--- src/rtl/wb_decoder_n_if.sv ---
// Bus bundle between the core's Wishbone master port, the decoder, and the N slave ports.
// Address/data/we/sel fan out to the slaves outside this bundle; only routing signals live here.
interface wb_decoder_n_if #(
    parameter int unsigned NSLAVES = 2,
    parameter int unsigned AW      = 30,
    parameter int unsigned DW      = 32
);
    logic                  wb_cyc;
    logic                  wb_stb;
    logic [AW-1:0]         wb_addr;
    logic                  wb_stall;
    logic                  wb_ack;
    logic                  wb_err;
    logic [DW-1:0]         wb_miso;

    logic                  s_cyc;
    logic [NSLAVES-1:0]    s_stb;
    logic [NSLAVES-1:0]    s_stall;
    logic [NSLAVES-1:0]    s_ack;
    logic [NSLAVES-1:0]    s_err;
    logic [NSLAVES*DW-1:0] s_miso;

    // Upstream core: drives the request, sees the routed response.
    modport master (
        output wb_cyc, wb_stb, wb_addr,
        input  wb_stall, wb_ack, wb_err, wb_miso
    );

    // Decoder: slave to the core, fans requests out to the peripherals.
    modport slave (
        input  wb_cyc, wb_stb, wb_addr,
        output wb_stall, wb_ack, wb_err, wb_miso,
        output s_cyc, s_stb,
        input  s_stall, s_ack, s_err, s_miso
    );

    // Peripheral side, as seen by the SoC slaves.
    modport periph (
        input  s_cyc, s_stb,
        output s_stall, s_ack, s_err, s_miso
    );
endinterface

--- src/rtl/wb_decoder_n.sv ---
// Single-master, N-slave pipelined Wishbone address decoder with in-order response routing,
// unmapped-address errors and a response timeout.
module wb_decoder_n #(
    parameter int unsigned           NSLAVES    = 2,
    parameter int unsigned           AW         = 30,
    parameter int unsigned           DW         = 32,
    parameter logic [NSLAVES*AW-1:0] SLAVE_BASE = '0,
    parameter logic [NSLAVES*AW-1:0] SLAVE_MASK = '0,
    parameter int unsigned           MAX_PEND   = 4,
    parameter int unsigned           TIMEOUT    = 255
) (
    input  logic         i_clk,
    input  logic         i_resetn,
    wb_decoder_n_if.slave bus
);

    localparam int unsigned PW = $clog2(MAX_PEND + 1);
    localparam int unsigned SW = (NSLAVES > 1) ? $clog2(NSLAVES) : 1;
    localparam int unsigned TW = $clog2(TIMEOUT + 1);

    typedef enum logic {
        IDLE,
        BUSY
    } state_t;

    state_t        state, state_n;
    logic [PW-1:0] pend, pend_n;
    logic [TW-1:0] tmo, tmo_n;
    logic [SW-1:0] cur, cur_n;
    logic [SW-1:0] tgt;
    logic          mapped;

    logic          rsp_ack, rsp_err, rsp;
    logic          blk, stall, accept, acc_map, acc_unmap, tmo_fire;

    logic          ack_q, ack_n;
    logic          err_q, err_n;
    logic [DW-1:0] miso_q, miso_n;

    // Scanning from the top down lets the lowest matching slave index win.
    always_comb begin
        tgt    = '0;
        mapped = 1'b0;
        for (int unsigned i = NSLAVES; i > 0; i--) begin
            if ((bus.wb_addr & SLAVE_MASK[(i-1)*AW +: AW]) == SLAVE_BASE[(i-1)*AW +: AW]) begin
                tgt    = SW'(i - 1);
                mapped = 1'b1;
            end
        end
    end

    always_comb begin
        rsp_ack   = bus.s_ack[cur];
        rsp_err   = bus.s_err[cur];
        rsp       = (rsp_ack || rsp_err) && (pend != '0);
        // A full queue still admits a request when a response retires one in the same cycle.
        blk       = ((pend == PW'(MAX_PEND)) && !rsp)
                 || ((state == BUSY) && (tgt != cur))
                 || (!mapped && (pend != '0));
        stall     = bus.wb_stb && (blk || (mapped && bus.s_stall[tgt]));
        accept    = bus.wb_cyc && bus.wb_stb && !stall;
        acc_map   = accept && mapped;
        acc_unmap = accept && !mapped;
        tmo_fire  = bus.wb_cyc && (state == BUSY) && !accept && !rsp
                 && (tmo == TW'(TIMEOUT - 1));
    end

    always_ff @(posedge i_clk or negedge i_resetn) begin
        if (!i_resetn) begin
            state  <= IDLE;
            pend   <= '0;
            tmo    <= '0;
            cur    <= '0;
            ack_q  <= 1'b0;
            err_q  <= 1'b0;
            miso_q <= '0;
        end else begin
            state  <= state_n;
            pend   <= pend_n;
            tmo    <= tmo_n;
            cur    <= cur_n;
            ack_q  <= ack_n;
            err_q  <= err_n;
            miso_q <= miso_n;
        end
    end

    always_comb begin
        pend_n = pend;
        tmo_n  = tmo;
        cur_n  = cur;
        ack_n  = 1'b0;
        err_n  = 1'b0;
        miso_n = '0;

        if (!bus.wb_cyc) begin
            pend_n = '0;
            tmo_n  = '0;
        end else if (tmo_fire) begin
            pend_n = '0;
            tmo_n  = '0;
            err_n  = 1'b1;
        end else begin
            if (acc_map) begin
                cur_n = tgt;
            end
            if (acc_map && !rsp) begin
                pend_n = pend + PW'(1);
            end else if (rsp && !acc_map) begin
                pend_n = pend - PW'(1);
            end

            if (acc_map || rsp || (pend == '0)) begin
                tmo_n = '0;
            end else begin
                tmo_n = tmo + TW'(1);
            end

            if (rsp) begin
                ack_n = rsp_ack && !rsp_err;
                err_n = rsp_err;
                if (rsp_ack && !rsp_err) begin
                    miso_n = bus.s_miso[32'(cur)*DW +: DW];
                end
            end
            if (acc_unmap) begin
                err_n = 1'b1;
            end
        end

        state_n = (pend_n == '0) ? IDLE : BUSY;
    end

    always_comb begin
        bus.wb_stall = stall;
        bus.wb_ack   = ack_q;
        bus.wb_err   = err_q;
        bus.wb_miso  = miso_q;
        bus.s_cyc    = bus.wb_cyc;
        bus.s_stb    = '0;
        for (int unsigned i = 0; i < NSLAVES; i++) begin
            if (bus.wb_cyc && bus.wb_stb && !blk && mapped && (tgt == SW'(i))) begin
                bus.s_stb[i] = 1'b1;
            end
        end
    end

endmodule
--- src/flat_wrapper.sv ---
// flat-port wrapper written by rule: the top's interface ports become plain ports
module wb_decoder_n_flat 
#(
    parameter int unsigned           NSLAVES    = 2,
    parameter int unsigned           AW         = 30,
    parameter int unsigned           DW         = 32,
    parameter logic [NSLAVES*AW-1:0] SLAVE_BASE = '0,
    parameter logic [NSLAVES*AW-1:0] SLAVE_MASK = '0,
    parameter int unsigned           MAX_PEND   = 4,
    parameter int unsigned           TIMEOUT    = 255
)
  (i_clk, i_resetn, bus_wb_cyc, bus_wb_stb, bus_wb_addr, bus_wb_stall, bus_wb_ack, bus_wb_err, bus_wb_miso, bus_s_cyc, bus_s_stb, bus_s_stall, bus_s_ack, bus_s_err, bus_s_miso);
  wb_decoder_n_if #(.NSLAVES(NSLAVES), .AW(AW), .DW(DW)) bus_i ();
  input  logic i_clk;
  input  logic i_resetn;
  input wire logic [$bits(bus_i.wb_cyc)-1:0] bus_wb_cyc;
  input wire logic [$bits(bus_i.wb_stb)-1:0] bus_wb_stb;
  input wire logic [$bits(bus_i.wb_addr)-1:0] bus_wb_addr;
  output wire logic [$bits(bus_i.wb_stall)-1:0] bus_wb_stall;
  output wire logic [$bits(bus_i.wb_ack)-1:0] bus_wb_ack;
  output wire logic [$bits(bus_i.wb_err)-1:0] bus_wb_err;
  output wire logic [$bits(bus_i.wb_miso)-1:0] bus_wb_miso;
  output wire logic [$bits(bus_i.s_cyc)-1:0] bus_s_cyc;
  output wire logic [$bits(bus_i.s_stb)-1:0] bus_s_stb;
  input wire logic [$bits(bus_i.s_stall)-1:0] bus_s_stall;
  input wire logic [$bits(bus_i.s_ack)-1:0] bus_s_ack;
  input wire logic [$bits(bus_i.s_err)-1:0] bus_s_err;
  input wire logic [$bits(bus_i.s_miso)-1:0] bus_s_miso;
  assign bus_i.wb_cyc = bus_wb_cyc;
  assign bus_i.wb_stb = bus_wb_stb;
  assign bus_i.wb_addr = bus_wb_addr;
  assign bus_wb_stall = bus_i.wb_stall;
  assign bus_wb_ack = bus_i.wb_ack;
  assign bus_wb_err = bus_i.wb_err;
  assign bus_wb_miso = bus_i.wb_miso;
  assign bus_s_cyc = bus_i.s_cyc;
  assign bus_s_stb = bus_i.s_stb;
  assign bus_i.s_stall = bus_s_stall;
  assign bus_i.s_ack = bus_s_ack;
  assign bus_i.s_err = bus_s_err;
  assign bus_i.s_miso = bus_s_miso;
  wb_decoder_n #(.NSLAVES(NSLAVES), .AW(AW), .DW(DW), .SLAVE_BASE(SLAVE_BASE), .SLAVE_MASK(SLAVE_MASK), .MAX_PEND(MAX_PEND), .TIMEOUT(TIMEOUT)) u_core (.i_clk(i_clk), .i_resetn(i_resetn), .bus(bus_i));
endmodule
--- config.mk ---
export PLATFORM = sky130hd
export DESIGN_NAME = wb_decoder_n_flat
export DESIGN_NICKNAME = d
export VERILOG_FILES = /design/src/rtl/wb_decoder_n_if.sv /design/src/rtl/wb_decoder_n.sv /design/src/flat_wrapper.sv
export SDC_FILE = /design/constraint.sdc
export NUM_CORES = 1
export LEC_CHECK = 0
export ABC_AREA = 1
export BUFFER_PORTS_ARGS = -buffer_cell sky130_fd_sc_hd__buf_2
export CAP_MARGIN = 10
export CORE_ASPECT_RATIO = 1.2
export CORE_UTILIZATION = 43
export CTS_CLUSTER_DIAMETER = 40
export DETAILED_ROUTE_END_ITERATION = 7
export GPL_ROUTABILITY_DRIVEN = 1
export GPL_TIMING_DRIVEN = 0
export PLACE_DENSITY_LB_ADDON = 0.3
export REMOVE_ABC_BUFFERS = 1
export SLEW_MARGIN = 40
export SYNTH_ARGS = -nofsm -noshare
export SYNTH_HDL_FRONTEND = slang
export SYNTH_SLANG_ARGS = --single-unit
export TNS_END_PERCENT = 10
--- constraint.sdc ---
create_clock -name i_clk -period 3.7 [get_ports i_clk]
set_input_delay 0.74 -clock i_clk [delete_from_list [all_inputs] [get_ports i_clk]]
set_output_delay 0.74 -clock i_clk [all_outputs]
set_load 0.005 [all_outputs]
After elaboration in Yosys (flattened, before gate mapping)
Cells that the tools add are included.
- output and inout port bits: 38
- flip-flop bits (word level): 46
- word-level logic and storage cells: 55
- input bits: 104
- equality and inequality tests: 2
- add/sub/neg operators: 3
- reductions and logical operators: 25
- mux-type cells: 19
- operator list (kind ; count):
    $mux W32 ; 4
    $mux W8 ; 3
    $logic_and A1 B1 Y1 ; 13
    $mux W3 ; 4
    $add A8 B1 Y8 const B ; 1
    $eq A8 B8 Y1 const B ; 1
    $mux W1 ; 8
    $logic_not A3 Y1 ; 2
    $logic_not A1 Y1 ; 5
    $logic_or A1 B1 Y1 ; 4
    $add A3 B1 Y3 const B ; 1
    $eq A3 B3 Y1 const B ; 1
    $reduce_bool A3 Y1 ; 1
    $sub A3 B1 Y3 const B ; 1

Longest topological paths before layout
- depth in word-level cells: 16
- gate-level depth with buffers: 12
- mapped depth without buffers: 12

Worst setup path after synthesis
OpenSTA, ideal clock, no wires.
- path type: input to output
- start point: input bus_s_err[0]
- end point: output bus_wb_stall
- data required time: 2960 ps
- slack: 1895 ps
- stages: 3
- arrival time: 1065 ps
- path buffers: 0
- cell sequence: nor2_2 > a21oi_1 > nor2_1
- word-level cells in the longest chain between the ends: 6
- ends and longest elaborated chain (what ; line ; RTL):
    from (decl) ; flat_wrapper.sv:27 ; input wire logic [$bits(bus_i.s_err)-1:0] bus_s_err;
    $logic_or A1 B1 Y1 ; wb_decoder_n.sv:55 ; rsp = (rsp_ack || rsp_err) && (pend != '0);
    $logic_and A1 B1 Y1 ; wb_decoder_n.sv:55 ;
    $logic_not A1 Y1 ; wb_decoder_n.sv:57 ; blk = ((pend == PW'(MAX_PEND)) && !rsp)
    $logic_and A1 B1 Y1 ; wb_decoder_n.sv:57 ;
    $logic_or A1 B1 Y1 ; wb_decoder_n.sv:60 ; stall = bus.wb_stb && (blk || (mapped && bus.s_stall[tgt]));
    $logic_and A1 B1 Y1 ; wb_decoder_n.sv:60 ;
    to (decl) ; flat_wrapper.sv:19 ; output wire logic [$bits(bus_i.wb_stall)-1:0] bus_wb_stall;
Every way passes these cells.

Final worst setup path
- start point: register u_core.pend[0]
- end point: output bus_wb_stall
- word-level cells in the longest chain between the ends: 6
- elaborated cells between the ends (all ways): 7
- classes of those cells: eq/ne (1); reduce/logical (6)
- ends and longest elaborated chain (what ; line ; RTL):
    from (decl) ; wb_decoder_n.sv:27 ; logic [PW-1:0] pend, pend_n;
    from (signal assigned) ; wb_decoder_n.sv:79 ; pend <= pend_n;
    $reduce_bool A3 Y1 ; wb_decoder_n.sv:55 ;
    $logic_and A1 B1 Y1 ; wb_decoder_n.sv:55 ;
    $logic_not A1 Y1 ; wb_decoder_n.sv:57 ;
    $logic_and A1 B1 Y1 * ; wb_decoder_n.sv:57 ;
    $logic_or A1 B1 Y1 * ; wb_decoder_n.sv:60 ;
    $logic_and A1 B1 Y1 * ; wb_decoder_n.sv:60 ;
Every way passes the cells marked *; elsewhere a longest branch is shown, timed or not.

==> metrics.cfg <==
[timing]
maxSlewViolCount=0
fin_skew_ps=6.79
finalHoldViolCount=0
finalSetupViolations=0
min_period_ps=2230
setup_slack_ps=1470
slew_headroom_pct=58.0
layout_worst_path_cycle_share_pct=60.2
fin_tns_setup_ps=0
max_freq_mhz=449
worst_pin_slew_ps=629
rsz0062_at_grt=no
worst_hold_slack_ps=425

[clocking]
cts_tree=yes
cts_resized=0
htree_levels=2
cts_setup_buffers=0
clockBufferDepth=2
hold_buffers=0
worstSkewPairLatency_ps=300
numCtsBuffers=5
cts_sinks=46
cts-root-buf=clkbuf_8
clkTransAtPathRegs_ps=90

[die]
dieArea_um2=4650
initial_core_util_pct=44.6
fp.dieH_um=74.5
io_pins=142
rows=26
dieWidth_um=62.4
fp.coreArea_um2=4230

[final_layout]
syn_to_final_growth_pct=27.2
drive_gt1_share_pct=33.1
fill_cells=408
design_area_um2=2400
nNetsFinal=389
antenna_cells=0

[status]
status=complete, no violations

[global_routing]
grt_usage_pct=16.4
grt_max_degree=47
antenna_found_initial=0
grt_pass1_wl_um=5870
grt_remaining_overflow=0
grt_pass1_vias=1444

[synth]
yosys-top-cells-count=inv_1 (48), dfrtp_1 (46), nor2_1 (46)
yosys_warnings=0
synth_area_um2=1880
async_flop_share_pct=100
ys.flop_type=dfrtp_1
yosysSeqAreaShare_pct=61.1
synth_area_leader_cell=dfrtp_1
synth-edff-count=0
ys_ff_latch=46
synth.top_cell.area_share_pct=61.1
synth_most_common_cell=inv_1
syn_avg_cell_area_um2=9.28
ys_types=23
synthCells=203
ys_top_cells_by_area=dfrtp_1 (61%), inv_1 (9.6%), nor2_1 (9.2%)

[power_and_ir_drop]
p_per_area_nw_per_um2=454
power_w=0.00109
p_leak_nw=1.53
ir_drop_v=0.000318

[setup_path]
critPathCaptureType=primary output
worst_ep_arrival_time_ps=1490
startpoint_type=flip-flop
cp.required_ps=2960
crit_top_cell=inv_1
cp_slowest_stage_delay_ps=370
cp_max_fo=3
worst-r2r-setup-slack_ps=1900
crit_slowest_cell=dfrtp_1
crit_path_cell_trace=inv_1, ha_1, nand2_1, inv_1, a21oi_1, nor2_1, buf_2
crit_type=flip-flop to primary output

[route]
dr.first_iter.drc_count=35
via_count=1462
post_drt_wl_per_cell_um=10.4
drt-total-wl_um=3510
routed_via_density=4.34
first_pass_iters=6
ant_nets=0
drc=0

[place]
dp_hpwl_um=2570
portBuffers=75
place_ws_ps=1620
place.gp.congestion=0.781
placed_area_um2=2310

[worst_hold_path]
hp-class=primary input to async pin

[flow_run]
cap_violations=0

==> state kept, by name (all words and copies together), names as in the netlist <==
register	flops
u_core.bus.wb_miso	32
u_core.pend	3
u_core.bus.wb_err	1
u_core.tmo	8
u_core.state	1
u_core.bus.wb_ack	1
==> metrics by stage <==
| stage | instances | util [%] |
|---|---|---|
| 6_report | 337 | 56.7 |
| 3_3_place_gp | 329 | 54.4 |
| 5_1_grt | 337 | 56.7 |
| 2_1_floorplan | 198 | - |
| 4_1_cts | 337 | 56.7 |
| 3_5_place_dp | 329 | 54.6 |
==> per-layer routing <==
metal / global-route usage [%] / vias up / routed length [µm]
li1: - / 736 / -
met1: 17.6 / 658 / 1390
met2: 27.5 / 61 / 1680
met3: 8.13 / 7 / 380
met4: 7.75 / 0 / 53
met5: 0 / - / 0
==> cell type report <==
| type | instances | area [µm²] | area share, % |
|---|---|---|---|
| clock buffers | 5 | 68.8 | 2.87 |
| flip-flops and latches | 46 | 1150 | 48.0 |
| multi-input cells | 102 | 520 | 21.7 |
| repair buffers | 75 | 378 | 15.8 |
| inverters | 50 | 188 | 7.83 |
| clock inverters | 3 | 21.3 | 0.887 |
| well taps | 56 | 70.1 | 2.92 |
==> critical path: cells and delay by family (launching register included) <==
family / cells / cell delay [ps]
compound gates: 1 / 200
buf+inv: 3 / 260
fa+ha+maj: 1 / 230
simple gates: 2 / 130
flops: 1 / 370
==> cells by family after synthesis <==
group / synth area share, %
AO/OA/AOI/OAI: 1.79
flip-flops: 61.1
other: 0.199
adder cells (fa/ha/maj): 3.32
AND/OR/NAND/NOR: 20.2
buffers and inverters: 11.6
XOR/XNOR: 1.86
==> where the power goes <==
group,switching (W),total [W],internal [W]
Clock,0.000171,0.000304,0.000133
Combinational,0.000134,0.000220,0.0000859
Sequential,0.0000197,0.000565,0.000545
Total,0.000324,0.00109,0.000764
==> path summary, 6_finish.rpt <==
kind,from,to,cells past startpoint
worst max-delay path,u_core.pend[0]$_DFF_PN0_,bus_wb_stall,7
worst min-delay path,i_resetn,u_core.bus.wb_miso[5]$_DFF_PN0_,1
worst max register to register,u_core.pend[0]$_DFF_PN0_,u_core.bus.wb_miso[2]$_DFF_PN0_,7
worst min register to register,u_core.tmo[0]$_DFF_PN0_,u_core.tmo[0]$_DFF_PN0_,1
max in group asynchronous,i_resetn,u_core.bus.wb_miso[6]$_DFF_PN0_,1
min in group i_clk,u_core.tmo[0]$_DFF_PN0_,u_core.tmo[0]$_DFF_PN0_,1
==> cells in the final DEF, fill, tap and decap left out <==
| cell type | instances |
|---|---|
| xnor2_1 | 1 |
| o21ai_0 | 1 |
| nor2_2 | 2 |
| nand3b_1 | 1 |
| a21oi_1 | 4 |
| xor2_1 | 3 |
| nor2_4 | 1 |
| clkinv_4 | 1 |
| ha_1 | 5 |
| nand2_2 | 1 |
| clkbuf_8 | 5 |
| nand4_1 | 3 |
| dfrtp_1 | 46 |
| buf_4 | 1 |
| nand2_1 | 19 |
| o21ai_2 | 1 |
| inv_1 | 48 |
| inv_2 | 1 |
| clkinv_1 | 1 |
| clkinv_2 | 1 |
| nand3_1 | 9 |
| buf_2 | 74 |
| nor3_2 | 2 |
| conb_1 | 1 |
| clkinvlp_4 | 1 |
| nor2_1 | 46 |
| nand3_2 | 2 |
(Power assumes the default switching activity.)
